### config.mk
export PLATFORM = sky130hd
export DESIGN_NAME = quad_decoder
export DESIGN_NICKNAME = d
export VERILOG_FILES = /design/src/rtl/quad_decoder.sv
export SDC_FILE = /design/constraint.sdc
export NUM_CORES = 1
export LEC_CHECK = 0
export BUFFER_PORTS_ARGS = -buffer_cell sky130_fd_sc_hd__buf_2
export CAP_MARGIN = 20
export CELL_PAD_IN_SITES_DETAIL_PLACEMENT = 1
export CELL_PAD_IN_SITES_GLOBAL_PLACEMENT = 2
export CORE_MARGIN = 2
export CORE_UTILIZATION = 30
export CTS_CLUSTER_DIAMETER = 150
export DETAILED_ROUTE_END_ITERATION = 8
export GPL_TIMING_DRIVEN = 0
export PLACE_DENSITY = 0.67
export SETUP_SLACK_MARGIN = 0.1
export SLEW_MARGIN = 20
export SYNTH_ARGS = -nofsm -noshare
export SYNTH_HDL_FRONTEND = slang
export SYNTH_SLANG_ARGS = --single-unit
### constraint.sdc
create_clock -name clk -period 4.12 [get_ports clk]
set_input_delay 1.03 -clock clk [delete_from_list [all_inputs] [get_ports clk]]
set_output_delay 1.03 -clock clk [all_outputs]
set_load 0.01 [all_outputs]
### src/rtl/quad_decoder.sv
// Quadrature A/B decoder: input synchroniser, persistence filter, Gray-code step
// decode and a wrapping up/down position counter. All outputs are registered.
module quad_decoder #(
  parameter int unsigned WIDTH       = 4,
  parameter int unsigned SYNC_STAGES = 2,
  parameter int unsigned FILT        = 2
) (
  input  logic             clk,
  input  logic             rst,
  input  logic             en,
  input  logic             clr,
  input  logic             err_clr,
  input  logic             a_in,
  input  logic             b_in,
  output logic [WIDTH-1:0] cnt,
  output logic             dir,
  output logic             step,
  output logic             err
);

  localparam int unsigned FCW = $clog2(FILT + 1);

  logic [SYNC_STAGES-1:0][1:0] sync_q, sync_d;
  logic [1:0]                  s;
  logic [1:0]                  f_q, f_d;
  logic [FCW-1:0]              fcnt_q, fcnt_d;
  logic [1:0]                  p_q, p_d;
  logic                        valid_q, valid_d;
  logic [WIDTH-1:0]            cnt_q, cnt_d;
  logic                        dir_q, dir_d;
  logic                        step_q, step_d;
  logic                        err_q, err_d;

  // Shift raw {A,B} through the synchroniser chain.
  always_comb begin
    sync_d = {sync_q[SYNC_STAGES-2:0], {a_in, b_in}};
    s      = sync_q[SYNC_STAGES-1];
  end

  // Accept a new synchronised value only after it has persisted FILT cycles.
  always_comb begin
    f_d    = f_q;
    fcnt_d = '0;
    if (s != f_q) begin
      if (fcnt_q == FCW'(FILT - 1)) begin
        f_d = s;
      end else begin
        fcnt_d = fcnt_q + 1'b1;
      end
    end
  end

  // Decode each accepted phase change into up/down/illegal and update the count.
  always_comb begin
    p_d     = p_q;
    valid_d = valid_q;
    cnt_d   = cnt_q;
    dir_d   = dir_q;
    step_d  = 1'b0;
    err_d   = err_q;
    if (err_clr) begin
      err_d = 1'b0;
    end
    if (f_q != p_q) begin
      p_d = f_q;
      if (!valid_q) begin
        // First accepted value after reset only seeds the reference phase.
        valid_d = 1'b1;
      end else begin
        case ({p_q, f_q})
          4'b00_01, 4'b01_11, 4'b11_10, 4'b10_00: begin
            dir_d = 1'b1;
            if (en) begin
              cnt_d  = cnt_q + 1'b1;
              step_d = 1'b1;
            end
          end
          4'b00_10, 4'b10_11, 4'b11_01, 4'b01_00: begin
            dir_d = 1'b0;
            if (en) begin
              cnt_d  = cnt_q - 1'b1;
              step_d = 1'b1;
            end
          end
          // Both phases flipped at once: direction unknown, flag it (set beats clear).
          default: err_d = 1'b1;
        endcase
      end
    end
    if (clr) begin
      cnt_d  = '0;
      step_d = 1'b0;
    end
  end

  // State registers with synchronous active-high reset.
  always_ff @(posedge clk) begin
    if (rst) begin
      sync_q  <= '0;
      f_q     <= '0;
      fcnt_q  <= '0;
      p_q     <= '0;
      valid_q <= 1'b0;
      cnt_q   <= '0;
      dir_q   <= 1'b0;
      step_q  <= 1'b0;
      err_q   <= 1'b0;
    end else begin
      sync_q  <= sync_d;
      f_q     <= f_d;
      fcnt_q  <= fcnt_d;
      p_q     <= p_d;
      valid_q <= valid_d;
      cnt_q   <= cnt_d;
      dir_q   <= dir_d;
      step_q  <= step_d;
      err_q   <= err_d;
    end
  end

  assign cnt  = cnt_q;
  assign dir  = dir_q;
  assign step = step_q;
  assign err  = err_q;

endmodule
==> flow_summary.toml <==
[timing]
final_hold_viol_count = 0
timing.max_slew.rel_slack_pct = 70.3
final.setup.tns_ns = 0
unrepaired_setup_endpoints_after_global_routing = "no"
post-route-min-period_ns = 2.23
maxClockFrequency_ghz = 0.447
timing_worst_slew_pin_value_ns = 0.446
fin_worst_skew_ns = 0.00555
slew_viol_final = 0
final-setup-viol-count = 0
final.hold.worst_slack_ns = 0.429
share_of_the_clock_period_used_by_the_worst_path_after_layout_pct = 54.2

[synth]
ys_seq_elements = 18
mappedNetlistArea_sq_um = 812
synth.yosys.warnings = 0
synthTopCellsByCount = "18 x dfxtp_1, 9 x nor2_1, 6 x nor2b_1, 6 x xor2_1, 5 x nand2_1"
synth.lib_cells_used.distinct = 28
netlist.top_cell.by_area = "dfxtp_1"
synth_edf_count = 0
syn_area_per_cell_sq_um = 10.0
synth.area.top_cells = "dfxtp_1 44%, xor2_1 6.5%, ha_1 4.6%"
synth.most_common_cell = "dfxtp_1"
ys.flop_type = "dfxtp_1"
mappedNetlistNets = 92
netlist.area_leader.share_pct = 44.4
syn_inst = 81
async_set_reset_flop_share_out_of_synthesis_pct = 0
seq_area_frac_synth_pct = 44.4

[clock_network]
number_of_gates_resized_after_cts = 0
clock-root-buffer = "clkbuf_4"
post-cts-setup-buffers = 0
clk_latency_ns = 0.30
cts_buffers = 3
clock-sinks = 18
htree_num_levels = 1
cts-root-to-sink-buffers = 2
clock_transition_at_the_registers_of_the_reported_paths_ns = 0.11
cts-hold-fix-buffers = 0
cts_tree = "yes"

[worst_setup_path]
critical_path.startpoint_type = "flip-flop"
timing.critical_path.fanout_max = 6
critPathCaptureType = "flip-flop"
worstPathArrival_ns = 2.47
critPathKind = "reg2reg"
worst-endpoint-required_ns = 4.36

[finish]
register_area_sq_um = 360
syn_to_final_growth_pct = 17.1
final_nets = 110
area_taken_by_multi_input_logic_gates_sq_um = 429
antenna-diode-count = 0
final.fill_count = 300
drive_gt1_share_pct = 22.4

[floorplanning]
start_util_pct = 32.2
fp.dieArea_sq_um = 3140
floorplan_core_area_sq_um = 2520
io_pins = 14
die_height_um = 56.0
rows = 18
dieWidth_um = 56.0

[grt]
gr-usage-all-layers_pct = 11.5
grt_util_met2_pct = 21.3
grt_pass1_vias = 648
met3_usage_pct = 5.12
maximum_number_of_pins_on_one_net_before_global_route_repair = 11
wire_length_of_the_first_global_routing_pass_um = 2770
grt.overflow.total = 0
grt_antenna_before_repair = 0
grt_most_used_layer = "met2"
grt_use_met1_pct = 11.0

[route]
drt_iter0_drc = 2
average_via_count_per_standard_cell = 4.88
drt-pass1-iter-count = 4
routed_wire_length_per_instance_um = 12.7
final_antenna_net_count = 0
vias = 624
remaining_drc_errors = 0
routed_wl_um = 1620

[pwr]
power.density_cell_area_nw_per_um2 = 335
power.total_uw = 319
leakage_nw = 0.421
ir_drop_mv = 0.190

[run_status]
result_of_the_run = "complete, no violations"

[placement]
place_hpwl_um = 1210
gp_congestion = 0.671
numPortBuffers = 13

[hold_path]
worstHoldPathType = "reg2reg"

[run]
number_of_max_cap_violations = 0
==> sequential cells by signal, summed over array words and instances (netlist names) <==
signal / count
cnt: 4
f_q: 2
fcnt_q: 2
p_q: 2
s: 2
sync_d: 2
dir: 1
err: 1
step: 1
valid_q: 1
==> path summary, 6_finish.rpt <==
check	start	endpoint	slack, ns	cells past startpoint
setup / recovery	f_q[0]	cnt[3]	1.89	8
hold / removal	fcnt_q[0]	fcnt_q[0]	0.43	1
setup reg to reg	f_q[0]	cnt[3]	1.89	8
hold reg to reg	fcnt_q[0]	fcnt_q[0]	0.43	1
==> metal layers <==
| layer | vias up | part of all wire, % |
|---|---|---|
| met5 | - | 0 |
| met4 | 0 | 1.8 |
| met3 | 4 | 4.6 |
| met2 | 14 | 52 |
| met1 | 297 | 42 |
| li1 | 309 | - |
==> critical path, cell delays in order (launching register included) <==
cell and delay (ns):
dfxtp_1 0.34, buf_6 0.12, xor2_1 0.35, nor2_1 0.18, ha_1 0.36, a21oi_1 0.22
a211oi_1 0.12, nor4b_2 0.26, mux2i_1 0.22
==> cell type report <==
cell class                      count  share of cell area (%)
Timing Repair Buffer               13                    6.84
Tap cell                           30                    3.95
Inverter                            2                   0.789
Sequential cell                    18                    37.9
Clock buffer                        4                    3.82
Multi-Input combinational cell     59                    45.1
Buffer                              2                    1.58
==> placed cells by master, fill, tap and decap left out, types with 3 or more instances in the layout <==
master,n
dfxtp_1,18
nor3_1,4
nand2_1,5
a21oi_1,4
mux2i_1,3
xor2_1,6
ha_1,3
clkbuf_4,3
buf_2,13
nor2b_1,6
nor2_1,9
==> cells by family (layout without fill, tap and decap cells) <==
family | count (synthesis) | count (layout) | share of synthesized area, %
flops | 18 | 18 | 44.4
compound gates | 12 | 12 | 8.94
buf+inv | 4 | 21 | 2.77
xor+xnor | 10 | 10 | 14.0
simple gates | 30 | 30 | 19.1
fa+ha+maj | 4 | 4 | 7.09
mux | 3 | 3 | 3.70
==> report_power, final <==
part | leakage [nW] | internal (mW) | total [mW] | switching [mW]
clock | 0.0210 | 0.0539 | 0.113 | 0.0594
sequential | 0.146 | 0.179 | 0.182 | 0.00325
combinational | 0.254 | 0.0110 | 0.0237 | 0.0127
total | 0.421 | 0.243 | 0.319 | 0.0754
==> metrics by stage <==
step | worst slack [ns] | instances | util (%) | area [sq um]
floorplan | 2.17 | 81 | - | 812
global placement | 1.95 | 124 | 36.3 | 915
detailed placement | 1.88 | 124 | 36.3 | 915
CTS | 1.81 | 128 | 37.7 | 951
global route | 1.68 | 128 | 37.7 | 951
finish | 1.89 | 128 | 37.7 | 951
Note: power is estimated with default switching activity, not from simulation.
